### config.mk
export PLATFORM = sky130hd
export DESIGN_NAME = id_ex_stage
export DESIGN_NICKNAME = d
export VERILOG_FILES = /design/src/rtl/rv32i_pkg.sv /design/src/rtl/fwd_sel.sv /design/src/rtl/id_ex_stage.sv
export SDC_FILE = /design/constraint.sdc
export NUM_CORES = 1
export LEC_CHECK = 0
export ABC_AREA = 1
export BUFFER_PORTS_ARGS = -buffer_cell sky130_fd_sc_hd__buf_2
export CAP_MARGIN = 0
export CORE_AREA = 5 5 142 144
export DETAILED_ROUTE_END_ITERATION = 8
export DIE_AREA = 0 0 147 149
export MAX_ROUTING_LAYER = met4
export SLEW_MARGIN = 20
export SYNTH_ARGS = -nofsm -noshare
export SYNTH_HDL_FRONTEND = slang
export SYNTH_SLANG_ARGS = --single-unit
### constraint.sdc
create_clock -name clk -period 1.6 [get_ports clk]
set_clock_uncertainty 0.05 [all_clocks]
set_input_delay 0 -clock clk [delete_from_list [all_inputs] [get_ports clk]]
set_output_delay 0 -clock clk [all_outputs]
set_load 0.1 [all_outputs]
### src/rtl/rv32i_pkg.sv
// rv32i_pkg: shared constants for the RV32I pipeline slice.
//   XLEN / REGW       : datapath and register-index widths
//   alu_op_e          : 4-bit ALU operation codes driven to the execute ALU
//   fwd_sel_e         : operand source chosen by the forwarding network
package rv32i_pkg;

  localparam int unsigned XLEN = 32;
  localparam int unsigned REGW = 5;

  typedef enum logic [3:0] {
    ALU_ADD  = 4'b0000,
    ALU_SUB  = 4'b0001,
    ALU_AND  = 4'b0010,
    ALU_OR   = 4'b0011,
    ALU_XOR  = 4'b0100,
    ALU_SLT  = 4'b0101,
    ALU_SLL  = 4'b0110,
    ALU_SRL  = 4'b0111,
    ALU_SRA  = 4'b1000,
    ALU_SLTU = 4'b1001
  } alu_op_e;

  typedef enum logic [1:0] {
    FWD_RF    = 2'd0,
    FWD_EXMEM = 2'd1,
    FWD_MEMWB = 2'd2
  } fwd_sel_e;

endpackage

### src/rtl/fwd_sel.sv
// fwd_sel: operand forwarding mux for one source register.
//   rs_idx / rf_data            : registered source index and register-file value
//   exmem_* / memwb_*           : writeback enable, destination and value of later stages
//   fwd_data                    : newest available value of rs_idx
// Index 0 never forwards; the EX/MEM value is newer than MEM/WB so it wins.
module fwd_sel #(
  parameter int unsigned XLEN = 32,
  parameter int unsigned REGW = 5
) (
  input  logic [REGW-1:0] rs_idx,
  input  logic [XLEN-1:0] rf_data,
  input  logic            exmem_regwrite,
  input  logic [REGW-1:0] exmem_rd,
  input  logic [XLEN-1:0] exmem_result,
  input  logic            memwb_regwrite,
  input  logic [REGW-1:0] memwb_rd,
  input  logic [XLEN-1:0] memwb_data,
  output logic [XLEN-1:0] fwd_data
);
  import rv32i_pkg::*;

  fwd_sel_e sel;

  always_comb begin
    sel = FWD_RF;
    if (rs_idx != '0) begin
      if (exmem_regwrite && (exmem_rd == rs_idx)) begin
        sel = FWD_EXMEM;
      end else if (memwb_regwrite && (memwb_rd == rs_idx)) begin
        sel = FWD_MEMWB;
      end
    end
  end

  always_comb begin
    fwd_data = rf_data;
    case (sel)
      FWD_EXMEM: fwd_data = exmem_result;
      FWD_MEMWB: fwd_data = memwb_data;
      default:   fwd_data = rf_data;
    endcase
  end

endmodule

### src/rtl/id_ex_stage.sv
// id_ex_stage: ID/EX pipeline register with operand selection, load-use
// hazard detection and operand forwarding.
//   Inputs : id_* decoded instruction, flush (taken branch in EX),
//            exmem_*/memwb_* writeback triplets of later stages.
//   Outputs: id_stall (combinational), ex_* registered instruction with
//            forwarded ALU operands a/b and store data.
// Build option: define ID_EX_FWD_EN to enable the forwarding network; when
// undefined, id_stall also covers RAW hazards against EX and EX/MEM.
module id_ex_stage #(
  parameter int unsigned XLEN = 32,
  parameter int unsigned REGW = 5
) (
  input  logic            clk,
  input  logic            rst,
  input  logic            id_valid,
  input  logic [XLEN-1:0] id_pc,
  input  logic [XLEN-1:0] id_rs1_data,
  input  logic [XLEN-1:0] id_rs2_data,
  input  logic [XLEN-1:0] id_imm,
  input  logic [REGW-1:0] id_rs1,
  input  logic [REGW-1:0] id_rs2,
  input  logic [REGW-1:0] id_rd,
  input  logic [3:0]      id_alucontrol,
  input  logic            id_asel_pc,
  input  logic            id_bsel_imm,
  input  logic            id_regwrite,
  input  logic            id_memread,
  input  logic            id_memwrite,
  input  logic            id_memtoreg,
  input  logic            flush,
  input  logic            exmem_regwrite,
  input  logic            memwb_regwrite,
  input  logic [REGW-1:0] exmem_rd,
  input  logic [REGW-1:0] memwb_rd,
  input  logic [XLEN-1:0] exmem_result,
  input  logic [XLEN-1:0] memwb_data,
  output logic            id_stall,
  output logic            ex_valid,
  output logic [XLEN-1:0] ex_a,
  output logic [XLEN-1:0] ex_b,
  output logic [3:0]      ex_alucontrol,
  output logic [XLEN-1:0] ex_store_data,
  output logic [XLEN-1:0] ex_pc,
  output logic [REGW-1:0] ex_rd,
  output logic            ex_regwrite,
  output logic            ex_memread,
  output logic            ex_memwrite,
  output logic            ex_memtoreg
);
  import rv32i_pkg::*;

  typedef struct packed {
    logic            valid;
    logic [XLEN-1:0] pc;
    logic [REGW-1:0] rs1;
    logic [REGW-1:0] rs2;
    logic [XLEN-1:0] rs1_data;
    logic [XLEN-1:0] rs2_data;
    logic [XLEN-1:0] imm;
    logic [REGW-1:0] rd;
    logic [3:0]      alucontrol;
    logic            asel_pc;
    logic            bsel_imm;
    logic            regwrite;
    logic            memread;
    logic            memwrite;
    logic            memtoreg;
  } ex_reg_t;

  ex_reg_t         ex_q, ex_d, bubble;
  logic            load_use, raw_hazard, hazard;
  logic            fwd_exmem_we, fwd_memwb_we;
  logic [XLEN-1:0] fwd_rs1, fwd_rs2;

  always_comb begin
    bubble            = '0;
    bubble.alucontrol = ALU_ADD;
  end

  always_comb begin
    load_use = id_valid && ex_q.valid && ex_q.memread && (ex_q.rd != '0) &&
               ((ex_q.rd == id_rs1) || (ex_q.rd == id_rs2));
`ifdef ID_EX_FWD_EN
    raw_hazard   = 1'b0;
    fwd_exmem_we = exmem_regwrite;
    fwd_memwb_we = memwb_regwrite;
`else
    // Without forwarding, any pending write to a source in EX or EX/MEM must
    // drain first; WB is covered by the write-before-read register file.
    raw_hazard = id_valid && (
                   (ex_q.valid && ex_q.regwrite && (ex_q.rd != '0) &&
                    ((ex_q.rd == id_rs1) || (ex_q.rd == id_rs2))) ||
                   (exmem_regwrite && (exmem_rd != '0) &&
                    ((exmem_rd == id_rs1) || (exmem_rd == id_rs2))));
    fwd_exmem_we = 1'b0;
    fwd_memwb_we = 1'b0;
`endif
    hazard   = load_use || raw_hazard;
    id_stall = hazard && !flush;
  end

`ifndef ID_EX_FWD_EN
  logic unused_memwb_regwrite;
  assign unused_memwb_regwrite = memwb_regwrite;
`endif

  always_comb begin
    ex_d = bubble;
    if (!(flush || hazard)) begin
      ex_d.valid      = id_valid;
      ex_d.pc         = id_pc;
      ex_d.rs1        = id_rs1;
      ex_d.rs2        = id_rs2;
      ex_d.rs1_data   = id_rs1_data;
      ex_d.rs2_data   = id_rs2_data;
      ex_d.imm        = id_imm;
      ex_d.rd         = id_rd;
      ex_d.alucontrol = id_alucontrol;
      ex_d.asel_pc    = id_asel_pc;
      ex_d.bsel_imm   = id_bsel_imm;
      ex_d.regwrite   = id_regwrite;
      ex_d.memread    = id_memread;
      ex_d.memwrite   = id_memwrite;
      ex_d.memtoreg   = id_memtoreg;
    end
  end

  always_ff @(posedge clk) begin
    if (rst) begin
      ex_q <= bubble;
    end else begin
      ex_q <= ex_d;
    end
  end

  fwd_sel #(.XLEN(XLEN), .REGW(REGW)) u_fwd_rs1 (
    .rs_idx         (ex_q.rs1),
    .rf_data        (ex_q.rs1_data),
    .exmem_regwrite (fwd_exmem_we),
    .exmem_rd       (exmem_rd),
    .exmem_result   (exmem_result),
    .memwb_regwrite (fwd_memwb_we),
    .memwb_rd       (memwb_rd),
    .memwb_data     (memwb_data),
    .fwd_data       (fwd_rs1)
  );

  fwd_sel #(.XLEN(XLEN), .REGW(REGW)) u_fwd_rs2 (
    .rs_idx         (ex_q.rs2),
    .rf_data        (ex_q.rs2_data),
    .exmem_regwrite (fwd_exmem_we),
    .exmem_rd       (exmem_rd),
    .exmem_result   (exmem_result),
    .memwb_regwrite (fwd_memwb_we),
    .memwb_rd       (memwb_rd),
    .memwb_data     (memwb_data),
    .fwd_data       (fwd_rs2)
  );

  assign ex_valid      = ex_q.valid;
  assign ex_pc         = ex_q.pc;
  assign ex_rd         = ex_q.rd;
  assign ex_alucontrol = ex_q.alucontrol;
  assign ex_a          = ex_q.asel_pc  ? ex_q.pc  : fwd_rs1;
  assign ex_b          = ex_q.bsel_imm ? ex_q.imm : fwd_rs2;
  assign ex_store_data = fwd_rs2;
  assign ex_regwrite   = ex_q.valid && ex_q.regwrite;
  assign ex_memread    = ex_q.valid && ex_q.memread;
  assign ex_memwrite   = ex_q.valid && ex_q.memwrite;
  assign ex_memtoreg   = ex_q.valid && ex_q.memtoreg;

endmodule

==> key figures, run 1 <==
Outcome
  – Result of the run: finished, violations left
  – Violations in the final reports: setup timing

Min path
  – Endpoint of the worst hold-timing path: ex_valid
  – Startpoint of the worst hold path: exmem_rd[4]
  – Type of the worst min-delay path: input port to flop
  – Number of cells traversed by the worst hold path: 6

GRT
  – Total global-route track usage: around a fifth
  – Maximum number of pins on one net before global-route repair: 19
  – Global-route wire length before repair: roughly 32 mm
  – Initial antenna violation count: 1
  – Global-route congestion overflow total: 0
  – Number of global-route vias before repair: 6223

Critical path
  – Startpoint kind of the worst setup timing path: flop
  – Data arrival time at the worst-slack endpoint: between 2 and 2.5 ns
  – Stage delay of the slowest cell on the critical path: ~0.36 ns
  – Critical path cell sequence: nor3_4, nand3_1, o21ai_1, inv_1, nand2_1, nand2_1, nand2_2, buf_4, nand2_4, buf_12, buf_12, buf_8, buf_16, nor2_1
  – Peak fanout along the critical path: 5
  – Largest delay share family, worst path: buffers and inverters
  – Sort of element at the end of the critical path: flop
  – Critical Setup Path Class: flop to flop
  – Worst path bufs/invs: 6
  – Number of cells on the worst reg-to-reg path: 14
  – Register-to-register path setup slack: -0.26 ns
  – Crit path max-delay cell type: sky130_fd_sc_hd__dfxtp_4
  – Crit path required time: between 1.5 and 2 ns
  – Endpoint of the lowest-slack register-to-register path: ex_q[26]
  – Crit Reg-Reg Startpoint: ex_rd[2]

Timing
  – Max-slew headroom: 64.4%
  – Portion of the clock cycle consumed by the worst path in the final layout: 116%
  – Count of final hold-check violations: 0
  – Total negative slack: -22.06 ns
  – Shortest clock period the worst path allows after layout: ~1.9 ns
  – Worst-case setup margin in the final layout: -0.257 ns
  – Count of endpoints failing setup in the final report: 143
  – Minimum hold slack: about 0.027 ns
  – Slew at the pin with the worst max-slew slack: 0.537 ns
  – Setup repair after global routing missed its margin: true
  – Upper clock frequency limit: 539 MHz
  – Max-slew violation count: 0

Pwr
  – Part of the total power dissipated in the clock network: approximately two fifths
  – Static leakage: approximately 6 nW
  – Internal power component: about 7.6 mW
  – Highest ir drop seen on vdd: 0.674 mV
  – Overall power consumption: between 10 and 15 mW
  – Reported net switching power: around 3.5 mW
  – Fraction of power consumed by combinational cells: 26.9%
  – Sequential share of power: roughly 35%
  – Areal power density over the cells: between 900 and 1000 nW/µm²
  – Switching part of the total power: 31.7%

Clock tree
  – Worst-case clock buffer depth: 2
  – Number of H-tree levels: 4
  – Num CTS Buffers: 17
  – Clock insertion delay at the later pin of the skew report: about 0.42 ns
  – Library cell used as clock root buffer: sky130_fd_sc_hd__clkbuf_16
  – CTS tree: done
  – Count of clock tree sinks: 144
  – Clock transition at the registers of the reported paths: roughly 0.07 ns

Synth
  – Synth top cells by count: 164 x sky130_fd_sc_hd__inv_1, 144 x sky130_fd_sc_hd__dfxtp_1, 125 x sky130_fd_sc_hd__nor2_1
  – Share of the yosys chip area belonging to registers: 48.8%
  – Net Count, Synth: about 930
  – Most used flip-flop cell after synthesis: sky130_fd_sc_hd__dfxtp_1
  – Synth top area share: approximately half
  – Gate Count Post-Synth: roughly 700
  – Area of the mapped netlist: ~5900 µm²
  – Count of distinct cell types in the synthesized netlist: 21
  – Most area-hungry cell type in the Yosys netlist: sky130_fd_sc_hd__dfxtp_1
  – EDFF count, synth: 0
  – Most frequent cell after synthesis: sky130_fd_sc_hd__inv_1
  – Post-Syn Area per Cell: approximately 8.5 µm²
  – Synthesis-stage register bit count: around 140
  – Fraction of registers with async set/reset: 0%
  – Warnings from Yosys: 0
  – Cells taking the most area after synthesis: sky130_fd_sc_hd__dfxtp_1 49%, sky130_fd_sc_hd__mux2_2 12%, sky130_fd_sc_hd__inv_1 10%, sky130_fd_sc_hd__buf_4 9.3%, sky130_fd_sc_hd__nor2_1 7.9%

Drt
  – Number of iterations in the first detailed-routing pass: 6
  – Via Count: ~5700
  – Overall routed net length: about 21 mm
  – Final routed DRC violation total: 0
  – Post-route antenna net violation count: 0
  – 1st-iter DRT viols: between 100 and 150
  – Total met2 wirelength after detailed routing: 11.4 mm
  – Met3 routed WL: 1.52 mm
  – Highest metal used: met4
  – Detailed-route wire length on metal 1: between 8 and 9 mm
  – Via density per instance: around 4.2
  – Routed WL per cell: around 16 µm

Die
  – Die X-Extent: roughly 150 µm
  – Area of the core region: 18600 µm²
  – Initial Util: 31.8%
  – Full die area: about 22000 µm²
  – Standard-cell row count: 50
  – Top-level I/O count: between 300 and 400
  – Height of the die: between 100 and 150 µm

Placement
  – Placed cell count: roughly 1200
  – Port bufs: 305
  – Post-DP HPWL: about 12 mm
  – Final weighted congestion in routability-driven placement: approximately 0.87

Final layout
  – Fin nets: around 1400
  – P&R area growth vs syn: 93.2%
  – Share of post-route cells with drive strength above 1: a little under half
  – Post-route non-filler standard cell count: about 1400

Job
  – Max-capacitance violation count: 0
routing by layer:
layer | up-vias | track usage (%)
li1 | 2790 | -
met1 | 2618 | 19.5
met2 | 248 | 36.0
met3 | 39 | 5.68
met4 | 0 | 6.57
met5 | - | -
area by class of cell:
| cell class | count | area [µm²] |
|---|---|---|
| fill | 1394 | 7170 |
| antenna | 1 | 2.50 |
| inverter | 168 | 641 |
| clock buffer | 18 | 429 |
| clock inverter | 14 | 201 |
| timing repair buffer | 502 | 4890 |
| multi-input combinational | 288 | 2040 |
| sequential | 144 | 2910 |
| tap | 234 | 293 |
flip-flops by register name, indices dropped and copies added (netlist names):
signal         flops
ex_q             102
ex_rd              5
ex_alucontrol      4
ex_valid           1
ex_pc             32
through the flow:
stage	cell area (µm²)	utilization [%]	setup slack [ns]
floorplan	5950	-	-0.437
global placement	8310	44.7	-0.00426
detailed placement	8310	44.7	-0.0747
CTS	11300	60.7	-0.250
global route	11400	61.4	-0.363
finish	11400	61.4	-0.257
cell families after synthesis:
kind of cell / after synthesis / share of synthesized area [%]
DFF: 144 / 48.8
muxes: 64 / 12.2
AOI/OAI and AO/OA: 2 / 0.169
xor gates and xnor gates: 5 / 0.741
and+or+nand+nor: 217 / 15.3
buffers and inverters: 264 / 22.8
cells in the final DEF (no fill, tap or decap):
| master | netlist | final |
|---|---|---|
| sky130_fd_sc_hd__o21ai_0 | 1 | 1 |
| sky130_fd_sc_hd__buf_12 | 0 | 82 |
| sky130_fd_sc_hd__buf_2 | 7 | 240 |
| sky130_fd_sc_hd__nand4_1 | 2 | 2 |
| sky130_fd_sc_hd__clkbuf_1 | 2 | 1 |
| sky130_fd_sc_hd__dfxtp_4 | 0 | 7 |
| sky130_fd_sc_hd__clkbuf_16 | 0 | 23 |
| sky130_fd_sc_hd__clkinv_4 | 0 | 1 |
| sky130_fd_sc_hd__nand3_1 | 5 | 5 |
| sky130_fd_sc_hd__xor2_1 | 1 | 1 |
| sky130_fd_sc_hd__inv_6 | 0 | 6 |
| sky130_fd_sc_hd__inv_2 | 4 | 4 |
| sky130_fd_sc_hd__buf_16 | 0 | 7 |
| sky130_fd_sc_hd__nand2_4 | 0 | 3 |
| sky130_fd_sc_hd__buf_6 | 5 | 7 |
| sky130_fd_sc_hd__nor3_4 | 0 | 1 |
| sky130_fd_sc_hd__dfxtp_1 | 144 | 137 |
| sky130_fd_sc_hd__nor2_4 | 0 | 1 |
| sky130_fd_sc_hd__o21ai_1 | 1 | 1 |
| sky130_fd_sc_hd__xnor2_1 | 4 | 4 |
| sky130_fd_sc_hd__bufinv_16 | 0 | 4 |
| sky130_fd_sc_hd__inv_1 | 164 | 161 |
| sky130_fd_sc_hd__clkinv_2 | 0 | 1 |
| sky130_fd_sc_hd__nor2_2 | 30 | 57 |
| sky130_fd_sc_hd__mux2_4 | 0 | 64 |
| sky130_fd_sc_hd__diode_2 | 0 | 1 |
| sky130_fd_sc_hd__dlygate4sd3_1 | 0 | 147 |
| sky130_fd_sc_hd__buf_4 | 73 | 5 |
| sky130_fd_sc_hd__inv_4 | 0 | 1 |
| sky130_fd_sc_hd__buf_8 | 3 | 8 |
| sky130_fd_sc_hd__nand2_1 | 53 | 45 |
| sky130_fd_sc_hd__clkinvlp_4 | 0 | 4 |
| sky130_fd_sc_hd__nor2_1 | 125 | 97 |
| sky130_fd_sc_hd__nand2_2 | 1 | 6 |
worst reg2reg max path, delay by kind of cell (launching register included):
| kind | cells | cell delay, ns |
|---|---|---|
| AOI/OAI and AO/OA | 1 | 0.08 |
| buffers and inverters | 6 | 0.70 |
| DFF | 1 | 0.36 |
| and+or+nand+nor | 7 | 0.62 |
power by group through the flow:
stage	Combinational [mW]	Clock, mW	Sequential [mW]
after floorplan	1.69	0	3.87
after global placement	2.37	0	3.87
after detailed placement	2.38	0	3.88
after CTS	2.91	4.40	3.81
after global routing	3.10	4.57	3.83
final	2.97	4.27	3.82
worst max path at each step:
stage	start	end	slack, ns	cells after the start
after detailed placement	ex_rd[0]	ex_q[33]	-0.07	13
after CTS	ex_rd[1]	id_stall	-0.25	12
after global placement	ex_rd[0]	ex_q[65]	-0.004	13
after floorplan	ex_valid	ex_pc[0]	-0.44	11
after global routing	ex_rd[1]	id_stall	-0.36	12
final	ex_rd[2]	ex_q[26]	-0.26	14
timing repair:
item	CTS	global route
cloned	13	7
endpoints found under the hold margin	144	0
pin swaps	6	11
endpoints found under the setup margin	200	208
hold buffers	147	0
resized for setup	112	46
setup buffers	19	1
Note: power is estimated with default switching activity, not from simulation.
==> run 2, diff against run 1 <==
--- a/config.mk
+++ b/config.mk
@@ -12,6 +12,7 @@
 export DETAILED_ROUTE_END_ITERATION = 8
 export DIE_AREA = 0 0 147 149
 export MAX_ROUTING_LAYER = met4
+export REMOVE_ABC_BUFFERS = 1
 export SLEW_MARGIN = 20
 export SYNTH_ARGS = -nofsm -noshare
 export SYNTH_HDL_FRONTEND = slang
==> key figures, run 2 (synthesis results as in run 1) <==
Outcome
  – Result of the run: finished, violations left
  – Violations in the final reports: setup timing

Drt
  – Number of iterations in the first detailed-routing pass: 4 (-2)
  – Met3 routed WL: 1.91 mm (+25%)
  – Routed WL per cell: 17.9 µm (+14%)
  – Highest metal used: met4
  – Overall routed net length: 24.7 mm (+15%)
  – Total met2 wirelength after detailed routing: 12.5 mm (+8.9%)
  – Post-route antenna net violation count: 0 (unchanged)
  – 1st-iter DRT viols: 189 (+30%)
  – Final routed DRC violation total: 0 (unchanged)
  – Via density per instance: 4.24 (+1.8%)
  – Detailed-route wire length on metal 1: 9.98 mm (+24%)
  – Via Count: 5829 (+2.4%)

Critical path
  – Endpoint of the lowest-slack register-to-register path: ex_pc[5]
  – Critical Setup Path Class: flop to output port
  – Data arrival time at the worst-slack endpoint: 1.80 ns (-0.36 ns)
  – Peak fanout along the critical path: 5 (unchanged)
  – Register-to-register path setup slack: -0.23 ns (+0.03 ns)
  – Sort of element at the end of the critical path: output port
  – Crit path required time: 1.55 ns (-0.35 ns)
  – Number of cells on the worst reg-to-reg path: 13 (-1)
  – Crit Reg-Reg Startpoint: ex_rd[3]
  – Startpoint kind of the worst setup timing path: flop

Die
  – Area of the core region: 18600 µm² (unchanged)
  – Height of the die: 149 µm (unchanged)
  – Initial Util: 31.8% (unchanged)
  – Die X-Extent: 147 µm (unchanged)
  – Top-level I/O count: 376 (unchanged)
  – Standard-cell row count: 50 (unchanged)
  – Full die area: 21900 µm² (unchanged)

Pwr
  – Highest ir drop seen on vdd: 0.683 mV (+1.3%)
  – Areal power density over the cells: 920 nW/µm² (-5.1%)
  – Part of the total power dissipated in the clock network: 37.1% (-1.5 points)
  – Internal power component: 7.38 mW (-2.3%)
  – Sequential share of power: 34.0% (-0.5 points)
  – Switching part of the total power: 34.2% (+2.5 points)
  – Reported net switching power: 3.84 mW (+9.4%)
  – Fraction of power consumed by combinational cells: 28.9% (+2.0 points)
  – Static leakage: 6.06 nW (+1.1%)
  – Overall power consumption: 11.2 mW (+1.4%)

Placement
  – Post-DP HPWL: 12.4 mm (-0.41%)
  – Instance area after placement: 8140 µm² (-2.1%)
  – Port bufs: 305 (unchanged)
  – Final weighted congestion in routability-driven placement: 0.917 (+4.9%)
  – Setup slack after placement: -0.197 ns (-0.122 ns)

Final layout
  – Flip-flop count of the largest register, all copies and words added: 102 (unchanged)
  – Share of post-route cells with drive strength above 1: 53.5% (+6.6 points)
  – Most frequent cells in the layout: 240 x sky130_fd_sc_hd__buf_2, 163 x sky130_fd_sc_hd__inv_1, 145 x sky130_fd_sc_hd__dlygate4sd3_1, 138 x sky130_fd_sc_hd__dfxtp_1, 110 x sky130_fd_sc_hd__nor2_4
  – Most frequent standard cell in the layout excluding fill and tap cells: sky130_fd_sc_hd__buf_2
  – P&R area growth vs syn: 106%
  – Post-layout instance area: 12200 µm² (+6.8%)
  – Fin nets: 1361 (+0.52%)
  – Number of fill cells in the layout: 1273 (-8.7%)
  – Final Util: 65.6% (+4.2 points)
  – Largest register by flop count: ex_q

GRT
  – Global-route wire length before repair: 33.0 mm (+2.2%)
  – Number of global-route vias before repair: 6098 (-2.0%)
  – Global-route congestion overflow total: 0 (unchanged)
  – Total global-route track usage: 20.0% (+0.58 points)
  – Maximum number of pins on one net before global-route repair: 31 (+12)
  – Initial antenna violation count: 1 (unchanged)

Min path
  – Endpoint of the worst hold-timing path: ex_valid
  – Startpoint of the worst hold path: rst
  – Number of cells traversed by the worst hold path: 4 (-2)
  – Type of the worst min-delay path: input port to flop

Clock tree
  – Clock insertion delay at the later pin of the skew report: 0.41 ns (about the same)
  – CTS tree: done
  – Number of H-tree levels: 4 (unchanged)
  – Count of clock tree sinks: 144 (unchanged)
  – Clock transition at the registers of the reported paths: 0.06 ns (about the same)
  – Library cell used as clock root buffer: sky130_fd_sc_hd__clkbuf_16
  – Num CTS Buffers: 17 (unchanged)
  – Worst-case clock buffer depth: 2 (unchanged)

Timing
  – Max-slew violation count: 0 (unchanged)
  – Count of endpoints failing setup in the final report: 182 (+27%)
  – Upper clock frequency limit: 541 MHz (+0.39%)
  – Setup repair after global routing missed its margin: true
  – Portion of the clock cycle consumed by the worst path in the final layout: 116% (-0.45 points)
  – Slew at the pin with the worst max-slew slack: 0.838 ns (+0.300 ns)
  – Shortest clock period the worst path allows after layout: 1.85 ns (-0.00719 ns)
  – Minimum hold slack: 0.0350 ns (+0.00819 ns)
  – Worst-case setup margin in the final layout: -0.249 ns (+0.00719 ns)
  – Count of final hold-check violations: 0 (unchanged)
  – Max-slew headroom: 44.0% (-20 points)

Job
  – Max-capacitance violation count: 0 (unchanged)
[run 2: cell count changes in the layout (fill, tap and decap cells not counted), moves of 6 or more]
cell,delta
sky130_fd_sc_hd__mux2_4,-20
sky130_fd_sc_hd__nor2_4,+109
sky130_fd_sc_hd__mux2_2,+20
sky130_fd_sc_hd__nand2_1,+6
sky130_fd_sc_hd__nor2_1,-78
sky130_fd_sc_hd__nor2_2,-31
[run 2: worst max-delay path, cell delays in order, from the launching register on]
cell,delay (ns)
sky130_fd_sc_hd__dfxtp_4,0.38
sky130_fd_sc_hd__inv_2,0.04
sky130_fd_sc_hd__nand2_1,0.05
sky130_fd_sc_hd__nand2_1,0.06
sky130_fd_sc_hd__nor2_2,0.11
sky130_fd_sc_hd__nand3_1,0.08
sky130_fd_sc_hd__nand2_1,0.06
sky130_fd_sc_hd__nand2_1,0.06
sky130_fd_sc_hd__nand2_1,0.07
sky130_fd_sc_hd__nand2_2,0.07
sky130_fd_sc_hd__buf_6,0.12
sky130_fd_sc_hd__nor2_4,0.10
sky130_fd_sc_hd__buf_12,0.18
[run 2: stage by stage]
step,instances,setup TNS (ns)
floorplan,600,-333.91
global placement,1150,-17.73
detailed placement,1150,-20.62
CTS,1359,-27.35
global route,1376,-40.15
finish,1376,-19.89
[run 2: how the worst max path moves through the flow]
| stage | startpoint | end | slack [ns] | depth (start not counted) |
|---|---|---|---|---|
| final | ex_rd[3] | id_stall | -0.25 | 12 |
| after floorplan | ex_valid | ex_alucontrol[0] | -2.30 | 9 |
| after global routing | ex_rd[3] | id_stall | -0.40 | 12 |
| after CTS | ex_rd[0] | id_stall | -0.28 | 12 |
| after detailed placement | ex_rd[1] | ex_q[84] | -0.20 | 12 |
| after global placement | ex_rd[1] | ex_q[4] | -0.16 | 12 |
[run 2: timing repair]
item,in CTS,in global routing
resized for setup,82,261
endpoints found under the hold margin,144,0
buffers inserted,14,15
endpoints found under the setup margin,183,200
cloned,18,11
hold buffers,145,0
pin swaps,10,12
[run 2: layer usage]
metal	vias to the layer above	track usage (%)
met2	261	34.0
met4	0	4.99
met1	2731	22.4
met3	29	7.26
met5	-	-
li1	2808	-
[run 2: layout make-up]
| class | count | area [µm²] | share of cell area (%) |
|---|---|---|---|
| inverters | 168 | 631 | 5.17 |
| multi-input cells | 289 | 2700 | 22.2 |
| repair buffers | 508 | 5050 | 41.4 |
| well taps | 234 | 293 | 2.40 |
| clock inverters | 14 | 173 | 1.42 |
| flip-flops and latches | 144 | 2900 | 23.8 |
| clock buffers | 18 | 439 | 3.60 |
| diodes | 1 | 2.50 | 0.0205 |
[run 2: power by group through the flow]
stage / registers, mW / logic [mW] / clock network (mW)
floorplan: 4.45 / 0.971 / 0
global placement: 3.87 / 2.33 / 0
detailed placement: 3.88 / 2.33 / 0
CTS: 3.80 / 2.90 / 4.21
global route: 3.82 / 3.37 / 4.40
finish: 3.81 / 3.25 / 4.16
